[config.mk]
export PLATFORM = sky130hd
export DESIGN_NAME = dense_head_flat
export DESIGN_NICKNAME = d
export VERILOG_FILES = /design/src/rtl/dense_head_pkg.sv /design/src/rtl/dense_head_if.sv /design/src/rtl/dense_head_fxp_mac.sv /design/src/rtl/dense_head.sv /design/src/flat_wrapper.sv
export SDC_FILE = /design/constraint.sdc
export NUM_CORES = 1
export LEC_CHECK = 0
export ABC_AREA = 0
export BUFFER_PORTS_ARGS = -buffer_cell sky130_fd_sc_hd__buf_2
export CAP_MARGIN = 20
export CORE_AREA = 4 4 175 177
export CTS_CLUSTER_DIAMETER = 200
export DETAILED_ROUTE_END_ITERATION = 16
export DIE_AREA = 0 0 179 181
export PLACE_DENSITY = 0.72
export SLEW_MARGIN = 40
export SYNTH_ARGS = -nofsm -noshare
export SYNTH_HDL_FRONTEND = slang
export SYNTH_SLANG_ARGS = --single-unit
[constraint.sdc]
create_clock -name clk -period 3.79 [get_ports clk]
set_input_delay 0.379 -clock clk [delete_from_list [all_inputs] [get_ports clk]]
set_output_delay 0.379 -clock clk [all_outputs]
set_load 0.02 [all_outputs]
[src/rtl/dense_head_pkg.sv]
// Shared types, constants and fixed-point helpers for the dense output head.
//  - dense_state_t : controller states of the dense head
//  - DEFAULT_*     : default vector length / fixed-point format
//  - sat16         : clamp a 32-bit signed value into the signed 16-bit range
//  - hard_sigmoid  : piecewise-linear sigmoid, result in 0 .. 1.0
package dense_head_pkg;

    typedef enum logic [1:0] {
        IDLE = 2'd0,
        MAC  = 2'd1,
        BIAS = 2'd2,
        ACT  = 2'd3
    } dense_state_t;

    localparam int DEFAULT_LEN_BITS  = 4;
    localparam int DEFAULT_FRAC_BITS = 8;

    // Clamp a 32-bit signed value into [-32768, 32767].
    function automatic logic signed [15:0] sat16(input logic signed [31:0] v);
        logic signed [15:0] r;
        if (v > 32'sd32767) begin
            r = 16'sh7fff;
        end else if (v < -32'sd32768) begin
            r = 16'sh8000;
        end else begin
            r = v[15:0];
        end
        return r;
    endfunction

    // clamp((x >>> 2) + 0.5, 0, 1.0) in a format with 'frac' fractional bits.
    function automatic logic [15:0] hard_sigmoid(input logic signed [15:0] x,
                                                 input int                 frac);
        logic signed [31:0] xe;
        logic signed [31:0] half;
        logic signed [31:0] one;
        logic signed [31:0] t;
        logic [15:0]        r;
        xe   = {{16{x[15]}}, x};
        one  = 32'sd1 <<< frac;
        half = 32'sd1 <<< (frac - 1);
        t    = (xe >>> 2) + half;
        if (t < 32'sd0) begin
            r = 16'd0;
        end else if (t > one) begin
            r = one[15:0];
        end else begin
            r = t[15:0];
        end
        return r;
    endfunction

endpackage

[src/rtl/dense_head_if.sv]
// Bus between the RNN top level and the dense head.
//  start   : request one evaluation (only honoured while idle)
//  sel     : element index driven to the hidden and dense tensors
//  h_data  : hidden element at sel (combinational read)
//  w_data  : dense weight at sel (combinational read)
//  bias    : dense bias, held stable while busy
//  busy    : evaluation in progress
//  ready   : one-cycle pulse when logit/prob are refreshed
//  logit   : saturated pre-activation, signed 16-bit fixed point
//  prob    : hard-sigmoid probability, 0 .. 1.0
// master = requester / tensor owner, slave = dense head.
interface dense_head_if #(
    parameter int LEN_BITS = 4
);
    logic                start;
    logic [LEN_BITS-1:0] sel;
    logic signed [15:0]  h_data;
    logic signed [15:0]  w_data;
    logic signed [15:0]  bias;
    logic                busy;
    logic                ready;
    logic signed [15:0]  logit;
    logic [15:0]         prob;

    modport master (
        output start, h_data, w_data, bias,
        input  sel, busy, ready, logit, prob
    );

    modport slave (
        input  start, h_data, w_data, bias,
        output sel, busy, ready, logit, prob
    );
endinterface

[src/rtl/dense_head_fxp_mac.sv]
// Fixed-point multiply-accumulate for the dense head.
//  clk, rst_n : clock, asynchronous active-low reset
//  clr        : zero the accumulator (wins over en)
//  en         : add floor((a*b) / 2**FRAC_BITS) into the accumulator
//  a, b       : signed 16-bit operands
//  acc        : registered 32-bit signed accumulator
module fxp_mac #(
    parameter int FRAC_BITS = 8
) (
    input  logic               clk,
    input  logic               rst_n,
    input  logic               clr,
    input  logic               en,
    input  logic signed [15:0] a,
    input  logic signed [15:0] b,
    output logic signed [31:0] acc
);
    logic signed [31:0] prod_s;
    logic signed [31:0] term_s;
    logic signed [31:0] acc_r;

    // Full-precision product, then arithmetic shift so the term rounds toward -inf.
    always_comb begin
        prod_s = 32'(a) * 32'(b);
        term_s = prod_s >>> FRAC_BITS;
    end

    // Accumulator register with clear priority over enable.
    always_ff @(posedge clk or negedge rst_n) begin
        if (!rst_n) begin
            acc_r <= 32'sd0;
        end else if (clr) begin
            acc_r <= 32'sd0;
        end else if (en) begin
            acc_r <= acc_r + term_s;
        end else begin
            acc_r <= acc_r;
        end
    end

    assign acc = acc_r;
endmodule

[src/rtl/dense_head.sv]
// Dense output head of the RNN accelerator.
// On start it walks the hidden/dense vectors via sel, accumulates the fixed-point
// products, adds the bias, saturates to a 16-bit logit and applies a hard sigmoid.
//  clk, rst_n : clock, asynchronous active-low reset
//  bus        : dense_head_if slave port (start/sel/h_data/w_data/bias in,
//               busy/ready/logit/prob out)
// Timing from the start edge E0: N MAC edges, one BIAS edge, one ACT edge;
// ready is high in the cycle after the ACT edge.
module dense_head
    import dense_head_pkg::*;
#(
    parameter int LEN_BITS  = DEFAULT_LEN_BITS,
    parameter int FRAC_BITS = DEFAULT_FRAC_BITS
) (
    input  logic        clk,
    input  logic        rst_n,
    dense_head_if.slave bus
);
    localparam logic [LEN_BITS-1:0] IDX_ZERO = {LEN_BITS{1'b0}};
    localparam logic [LEN_BITS-1:0] IDX_ONE  = LEN_BITS'(1);
    localparam logic [LEN_BITS-1:0] IDX_LAST = {LEN_BITS{1'b1}};

    dense_state_t        state_r;
    dense_state_t        state_nxt_s;
    logic [LEN_BITS-1:0] idx_r;
    logic                mac_clr_s;
    logic                mac_en_s;
    logic signed [31:0]  acc_s;
    logic signed [31:0]  bias_ext_s;
    logic signed [15:0]  logit_r;
    logic [15:0]         prob_r;
    logic                ready_r;
    logic [LEN_BITS-1:0] sel_s;

    fxp_mac #(
        .FRAC_BITS (FRAC_BITS)
    ) u_mac (
        .clk   (clk),
        .rst_n (rst_n),
        .clr   (mac_clr_s),
        .en    (mac_en_s),
        .a     (bus.h_data),
        .b     (bus.w_data),
        .acc   (acc_s)
    );

    // Controller state register.
    always_ff @(posedge clk or negedge rst_n) begin
        if (!rst_n) begin
            state_r <= IDLE;
        end else begin
            state_r <= state_nxt_s;
        end
    end

    // Next-state and MAC control; start is only looked at in IDLE, so it never queues.
    always_comb begin
        state_nxt_s = state_r;
        mac_clr_s   = 1'b0;
        mac_en_s    = 1'b0;
        case (state_r)
            IDLE: begin
                if (bus.start) begin
                    state_nxt_s = MAC;
                    mac_clr_s   = 1'b1;
                end else begin
                    state_nxt_s = IDLE;
                end
            end
            MAC: begin
                mac_en_s = 1'b1;
                if (idx_r == IDX_LAST) begin
                    state_nxt_s = BIAS;
                end else begin
                    state_nxt_s = MAC;
                end
            end
            BIAS: begin
                state_nxt_s = ACT;
            end
            ACT: begin
                state_nxt_s = IDLE;
            end
            default: begin
                state_nxt_s = IDLE;
            end
        endcase
    end

    // Element index: cleared on accept, stepped once per MAC edge.
    always_ff @(posedge clk or negedge rst_n) begin
        if (!rst_n) begin
            idx_r <= IDX_ZERO;
        end else if (mac_clr_s) begin
            idx_r <= IDX_ZERO;
        end else if (mac_en_s) begin
            idx_r <= idx_r + IDX_ONE;
        end else begin
            idx_r <= idx_r;
        end
    end

    assign bias_ext_s = {{16{bus.bias[15]}}, bus.bias};

    // Result registers: logit in BIAS, prob and the ready pulse in ACT; otherwise hold.
    always_ff @(posedge clk or negedge rst_n) begin
        if (!rst_n) begin
            logit_r <= 16'sd0;
            prob_r  <= 16'd0;
            ready_r <= 1'b0;
        end else begin
            ready_r <= 1'b0;
            case (state_r)
                BIAS: begin
                    logit_r <= sat16(acc_s + bias_ext_s);
                end
                ACT: begin
                    prob_r  <= hard_sigmoid(logit_r, FRAC_BITS);
                    ready_r <= 1'b1;
                end
                default: begin
                    logit_r <= logit_r;
                    prob_r  <= prob_r;
                end
            endcase
        end
    end

    // The tensors are only addressed during MAC; sel parks at 0 elsewhere.
    always_comb begin
        sel_s = IDX_ZERO;
        if (state_r == MAC) begin
            sel_s = idx_r;
        end else begin
            sel_s = IDX_ZERO;
        end
    end

    assign bus.sel   = sel_s;
    assign bus.busy  = (state_r != IDLE);
    assign bus.ready = ready_r;
    assign bus.logit = logit_r;
    assign bus.prob  = prob_r;
endmodule

[src/flat_wrapper.sv]
// flat-port wrapper written by rule: the top's interface ports become plain ports
module dense_head_flat import dense_head_pkg::*;
#(
    parameter int LEN_BITS  = DEFAULT_LEN_BITS,
    parameter int FRAC_BITS = DEFAULT_FRAC_BITS
)
  (clk, rst_n, bus_start, bus_h_data, bus_w_data, bus_bias, bus_sel, bus_busy, bus_ready, bus_logit, bus_prob);
  dense_head_if #(.LEN_BITS(LEN_BITS)) bus_i ();
  input  logic clk;
  input  logic rst_n;
  input wire logic [$bits(bus_i.start)-1:0] bus_start;
  input wire logic [$bits(bus_i.h_data)-1:0] bus_h_data;
  input wire logic [$bits(bus_i.w_data)-1:0] bus_w_data;
  input wire logic [$bits(bus_i.bias)-1:0] bus_bias;
  output wire logic [$bits(bus_i.sel)-1:0] bus_sel;
  output wire logic [$bits(bus_i.busy)-1:0] bus_busy;
  output wire logic [$bits(bus_i.ready)-1:0] bus_ready;
  output wire logic [$bits(bus_i.logit)-1:0] bus_logit;
  output wire logic [$bits(bus_i.prob)-1:0] bus_prob;
  assign bus_i.start = bus_start;
  assign bus_i.h_data = bus_h_data;
  assign bus_i.w_data = bus_w_data;
  assign bus_i.bias = bus_bias;
  assign bus_sel = bus_i.sel;
  assign bus_busy = bus_i.busy;
  assign bus_ready = bus_i.ready;
  assign bus_logit = bus_i.logit;
  assign bus_prob = bus_i.prob;
  dense_head #(.LEN_BITS(LEN_BITS), .FRAC_BITS(FRAC_BITS)) u_core (.clk(clk), .rst_n(rst_n), .bus(bus_i));
endmodule
==> results of run 1 <==
-- cell families (layout without fill, tap and decap cells) --
logic type	after synthesis	in the layout
muxes	3	3
DFF	69	69
AOI/OAI and AO/OA	314	314
adders and majority gates	407	407
and+or+nand+nor	534	534
other	1	2
xor gates and xnor gates	71	71
buffers and inverters	390	726
-- timing repair --
action / CTS / global route
resized for setup: 130 / 99
pin swaps: 58 / 94
cloned: 1 / 1
setup buffers: 29 / 18
setup endpoints to repair: 32 / 47
-- registers in the layout, summed over array words and instances, names as in the netlist, named ones only --
name / flops
u_core.state_r: 1
u_core.idx_r: 4
u_core.u_mac.acc: 32
u_core.bus.ready: 1
u_core.bus.logit: 16
u_core.bus.prob: 14
-- worst paths after layout --
kind | slack, ps | end | cells past startpoint
setup reg to reg | 210 | u_core.bus.logit[9] | 14
min in group clk | 340 | u_core.state_r[0] | 2
hold / removal | 10 | u_core.state_r[0] | 1
max in group asynchronous | 2980 | u_core.bus.prob[7] | 2
hold reg to reg | 470 | u_core.bus.prob[8] | 2
setup / recovery | -4010 | u_core.u_mac.acc[31] | 35
-- metal layers --
layer	wire [um]	share of wire, %
met1	16680	40
met2	22570	54
met3	1607	3.8
met4	1284	3.0
met5	0	0
-- cell usage after synthesis, drive strengths merged (3+ instances only) --
library cell and count:
inv 335, fa 263, nand2 190, ha 144, and2 138, o21ai 79, nor2 77, dfrtp 69
a21oi 59, xnor2 52, clkbuf 49, a21o 36, nand3 28, nand2b 20, o21a 19, xor2 19
a211oi 18, nor3 18, o22ai 17, nor2b 13, a22o 12, and3 12, or3 10, o31ai 9
a31oi 7, o21bai 7, buf 6, nand4 6, o211ai 6, a21boi 5, nor4 4, o2111ai 4
or2 4, a2111oi 3, a221oi 3, nor3b 3, o2111a 3, o22a 3, o41ai 3, or4 3
-- cell type report --
type,count,area [um2]
Multi-Input combinational cell,1331,13490
Fill cell,2142,9002
Clock inverter,7,65.06
Sequential cell,69,1727
Timing Repair Buffer,375,2985
Clock buffer,9,225.2
Inverter,335,1260
Tap cell,390,488.0
-- per-stage QoR --
stage	hold slack, ps	instance area [um2]	instances
5_1_grt	55.70	20240	2516
6_report	9.903	20240	2516
3_5_place_dp	396.0	18690	2454
2_1_floorplan	83.41	16250	1790
3_3_place_gp	451.0	18680	2454
4_1_cts	24.66	19660	2498
==> flow_summary.json, run 1 <==
{
  "initial_core_util_pct": 53.78,
  "area_growth_pct": 28.70,
  "drive_above_1_share_pct": 28.27,
  "drtIter0Drc": 743,
  "met3_usage_pct": 2.595,
  "cp_max_fo": 7,
  "ys_warn_count": 0,
  "synth_ff_type": "dfrtp_1",
  "grt-ovfl-total": 0,
  "globalplace.congestion": 0.9330,
  "ctsHoldBuffers": 0,
  "fin_crit_sh_pct": 205.7,
  "fmax_ghz": 0.1283,
  "crit_start": "bus_w_data[5]",
  "met1_usage_pct": 32.45,
  "setup_viol": 32,
  "cts.clk_slew.worst_paths_ps": 70,
  "setup-tns-final_ps": -94420,
  "grt_max_degree": 39,
  "synth_compound_area_share_pct": 13.56,
  "post-place-ws_ps": -4296,
  "dp_hpwl_um": 32980,
  "ctsHtreeMaxLevel": 3,
  "cpMaxStageDelayCell": "fa_1",
  "io_buffers": 86,
  "ys_seq_elements": 69,
  "worst_slack_ps": -4005,
  "status": "finished with violations",
  "mostFrequentLayoutCell": "inv_1",
  "fin_util_pct": 69.22,
  "path_buf_inv": 5,
  "synthAdderAreaFrac_pct": 44.93,
  "drtAntennaViolNets": 0,
  "critical_path_class": "in2reg",
  "vias_per_cell": 5.462,
  "crit_path_start_kind": "input pin",
  "drt-total-wl_um": 42140,
  "drcViolationCount": 0,
  "design.core.area_um2": 29240,
  "yosysUniqueCellTypes": 82,
  "hold_viol": 0,
  "final_cell_mix": "inv_1, buf_4, fa_1",
  "slowest_delay_ps": 540,
  "clkLatencyLatePin_ps": 350,
  "violations": "negative setup slack",
  "use_met2_pct": 45.61,
  "syn_inst": 1789,
  "rsz0062_at_grt": "yes",
  "end_kind": "flip-flop",
  "syn_area_um2": 15730,
  "synth_top_area_cell": "fa_1",
  "die_h_um": 181,
  "cts_buffer_depth": 2,
  "critPathArrivalTime_ps": 8070,
  "seq_area_frac_synth_pct": 10.98,
  "wl_per_cell_um": 16.75,
  "first_pass_iters": 5,
  "num_antenna_cells": 0,
  "first_global_vias": 14561,
  "worst_clock_skew_ps": 8.359,
  "worst_pin_slew_ps": 720.9,
  "reg2reg_from": "u_core.u_mac.acc[0]",
  "nNetsFinal": 2579,
  "top_usage_layer": "met2",
  "post_synth.cell_area_avg_um2": 8.791,
  "critical_path.top_delay_family": "adder cells",
  "antenna_found_initial": 0,
  "cts.sinks": 69,
  "dieArea_um2": 32400,
  "grt_pass1_wl_um": 67960,
  "vias": 13742,
  "numCtsBuffers": 9,
  "root_buffer": "clkbuf_16",
  "synth_simple_gate_area_share_pct": 16.89,
  "cts_tree": "done",
  "grt_use_total_pct": 25.52,
  "synth_xor_area_share_pct": 3.954,
  "num_rows": 63,
  "synth-edff-count": 0,
  "drv_slew": 0,
  "crit_top_cell": "fa_1",
  "synthArstFlopShare_pct": 100.0,
  "critPathRequiredTime_ps": 4060,
  "relSlewSlack_pct": 51.94,
  "hold_path_class": "in2async",
  "die_w_um": 179,
  "synth_top_family_by_area": "adder cells",
  "io_pins": 89,
  "synthMuxAreaShare_pct": 0.1989,
  "max-cap-violations": 0,
  "synth_top_area_share_pct": 33.48,
  "synthTopCellsByArea": "fa_1, ha_1, dfrtp_1",
  "fin_crit_ps": 7795
}
Power of run 1 is not shown: default switching activity piles up to over one toggle a cycle in this logic, so the estimate is an artifact.
==> inputs of run 2 (changes only) <==
--- a/config.mk
+++ b/config.mk
@@ -8,11 +8,12 @@
 export ABC_AREA = 0
 export BUFFER_PORTS_ARGS = -buffer_cell sky130_fd_sc_hd__buf_2
 export CAP_MARGIN = 20
-export CORE_AREA = 4 4 175 177
+export CORE_AREA = 2 2 173 175
 export CTS_CLUSTER_DIAMETER = 200
 export DETAILED_ROUTE_END_ITERATION = 16
-export DIE_AREA = 0 0 179 181
-export PLACE_DENSITY = 0.72
+export DIE_AREA = 0 0 175 177
+export PLACE_DENSITY = 0.73
+export SETUP_SLACK_MARGIN = 0.1
 export SLEW_MARGIN = 40
 export SYNTH_ARGS = -nofsm -noshare
 export SYNTH_HDL_FRONTEND = slang
==> run 2 against run 1 <==
Effect of this change: the run still ends with negative setup slack left; sequential share of layout area shrank 0.089 points; first-iteration DRC count grew 13%; design area grew 1.1%; non-clock buffer count grew 11; setup slack gained 51 ps; maximum frequency grew 0.66%; register-to-register slack gained 80 ps; core utilization grew 0.73 points; worst hold slack lost 9.1 ps; critical endpoint is now u_core.u_mac.acc[30]; highest routed layer unchanged.
==> flow_summary.json, run 2 (synthesis results as in run 1) <==
{
  "cts.sinks": 69,
  "hold_path_class": "in2async",
  "whs_ps": 0.8209,
  "first_pass_iters": 5,
  "design.core.area_um2": 29240,
  "drtIter0Drc": 841,
  "num_antenna_cells": 0,
  "first_global_vias": 14667,
  "rsz0062_at_grt": "yes",
  "critPathRequiredTime_ps": 4050,
  "cts_tree": "done",
  "dp_hpwl_um": 32650,
  "numCtsBuffers": 9,
  "wl_per_cell_um": 16.56,
  "die_w_um": 175,
  "grt-ovfl-total": 0,
  "nNetsFinal": 2590,
  "critPathArrivalTime_ps": 8010,
  "hold_viol": 0,
  "drcViolationCount": 0,
  "drive_above_1_share_pct": 29.29,
  "antenna_found_initial": 0,
  "worst_pin_slew_ps": 781.8,
  "die_h_um": 177,
  "clkLatencyLatePin_ps": 330,
  "mostFrequentLayoutCell": "inv_1",
  "slowest_delay_ps": 540,
  "crit_top_cell": "fa_1",
  "largest_register_ffs": 32,
  "io_pins": 89,
  "setup-tns-final_ps": -95090,
  "ctsHoldBuffers": 0,
  "fin_crit_ps": 7744,
  "end_kind": "flip-flop",
  "drt-total-wl_um": 41850,
  "setup_viol": 32,
  "violations": "negative setup slack",
  "relSlewSlack_pct": 47.88,
  "drtAntennaViolNets": 0,
  "status": "finished with violations",
  "ctsHtreeMaxLevel": 3,
  "cts_buffer_depth": 2,
  "drv_slew": 0,
  "critical_path_class": "in2reg",
  "cpMaxStageDelayCell": "fa_1",
  "vias": 13893,
  "root_buffer": "clkbuf_16",
  "fin_crit_sh_pct": 204.3,
  "area_growth_pct": 30.06,
  "grt_max_degree": 36,
  "fmax_ghz": 0.1291,
  "globalplace.congestion": 0.8906,
  "final_cell_mix": "inv_1, buf_4, fa_1",
  "io_buffers": 86,
  "vias_per_cell": 5.498,
  "crit_path_start_kind": "input pin",
  "worst_slack_ps": -3954,
  "fillers": 2115,
  "grt_use_total_pct": 26.71,
  "cts.clk_slew.worst_paths_ps": 60,
  "grt_pass1_wl_um": 67590,
  "initial_core_util_pct": 53.78,
  "cp_max_fo": 7,
  "max-cap-violations": 0,
  "worst_clock_skew_ps": 7.309,
  "num_rows": 63,
  "dieArea_um2": 30980
}
[run 2: what timing repair did]
item | in CTS | in global routing
resized for setup | 170 | 100
buffers inserted | 30 | 22
pin swaps | 156 | 107
setup endpoints to repair | 37 | 47
gates cloned | 1 | 0
[run 2: path summary, 6_finish.rpt]
| kind | from | endpoint | slack (ps) | depth (start not counted) |
|---|---|---|---|---|
| max | bus_h_data[5] | u_core.u_mac.acc[30] | -3950 | 35 |
| min | rst_n | async pin | 0.8 | 1 |
| max reg2reg | u_core.u_mac.acc[0] | u_core.bus.logit[4] | 290 | 14 |
| min reg2reg | u_core.bus.prob[8] | u_core.bus.prob[8] | 460 | 2 |
| max in group asynchronous | rst_n | u_core.bus.logit[2] | 2960 | 2 |
| min in group clk | bus_start | u_core.state_r[0] | 360 | 2 |
[run 2: layer usage]
metal | part of all wire (%) | up-vias | GRT usage (%) | routed length [um]
li1 | - | 6412 | - | -
met1 | 39 | 6931 | 32.69 | 16250
met2 | 53 | 415 | 49.18 | 22240
met3 | 4.1 | 135 | 2.706 | 1721
met4 | 3.9 | 0 | 9.201 | 1640
met5 | 0 | - | 0 | 0
[run 2: cell type report]
| class | instances | area (um2) | share of cell area [%] |
|---|---|---|---|
| Timing Repair Buffer | 386 | 3141 | 15.35 |
| Inverter | 335 | 1260 | 6.159 |
| Clock inverter | 7 | 62.56 | 0.3058 |
| Tap cell | 390 | 488.0 | 2.385 |
| Multi-Input combinational cell | 1331 | 13550 | 66.25 |
| Sequential cell | 69 | 1727 | 8.441 |
| Clock buffer | 9 | 225.2 | 1.101 |
[run 2: stage by stage]
stage / setup WS [ps] / std cells / utilization [%] / area [um2]
3_5_place_dp: -4318 / 2465 / 64.12 / 18750
2_1_floorplan: -3777 / 1790 / - / 16250
5_1_grt: -4197 / 2527 / 69.95 / 20460
3_3_place_gp: -4157 / 2465 / 64.10 / 18740
6_report: -3954 / 2527 / 69.95 / 20460
4_1_cts: -3878 / 2507 / 68.00 / 19890
[run 2: worst max-delay path: cells and delay by family]
kind / cells / cell delay [ps]
buffers and inverters: 7 / 800
AOI/OAI and AO/OA: 8 / 1580
adders and majority gates: 8 / 3490
and+or+nand+nor: 12 / 1770
Power of run 2 is left out for the same reason.
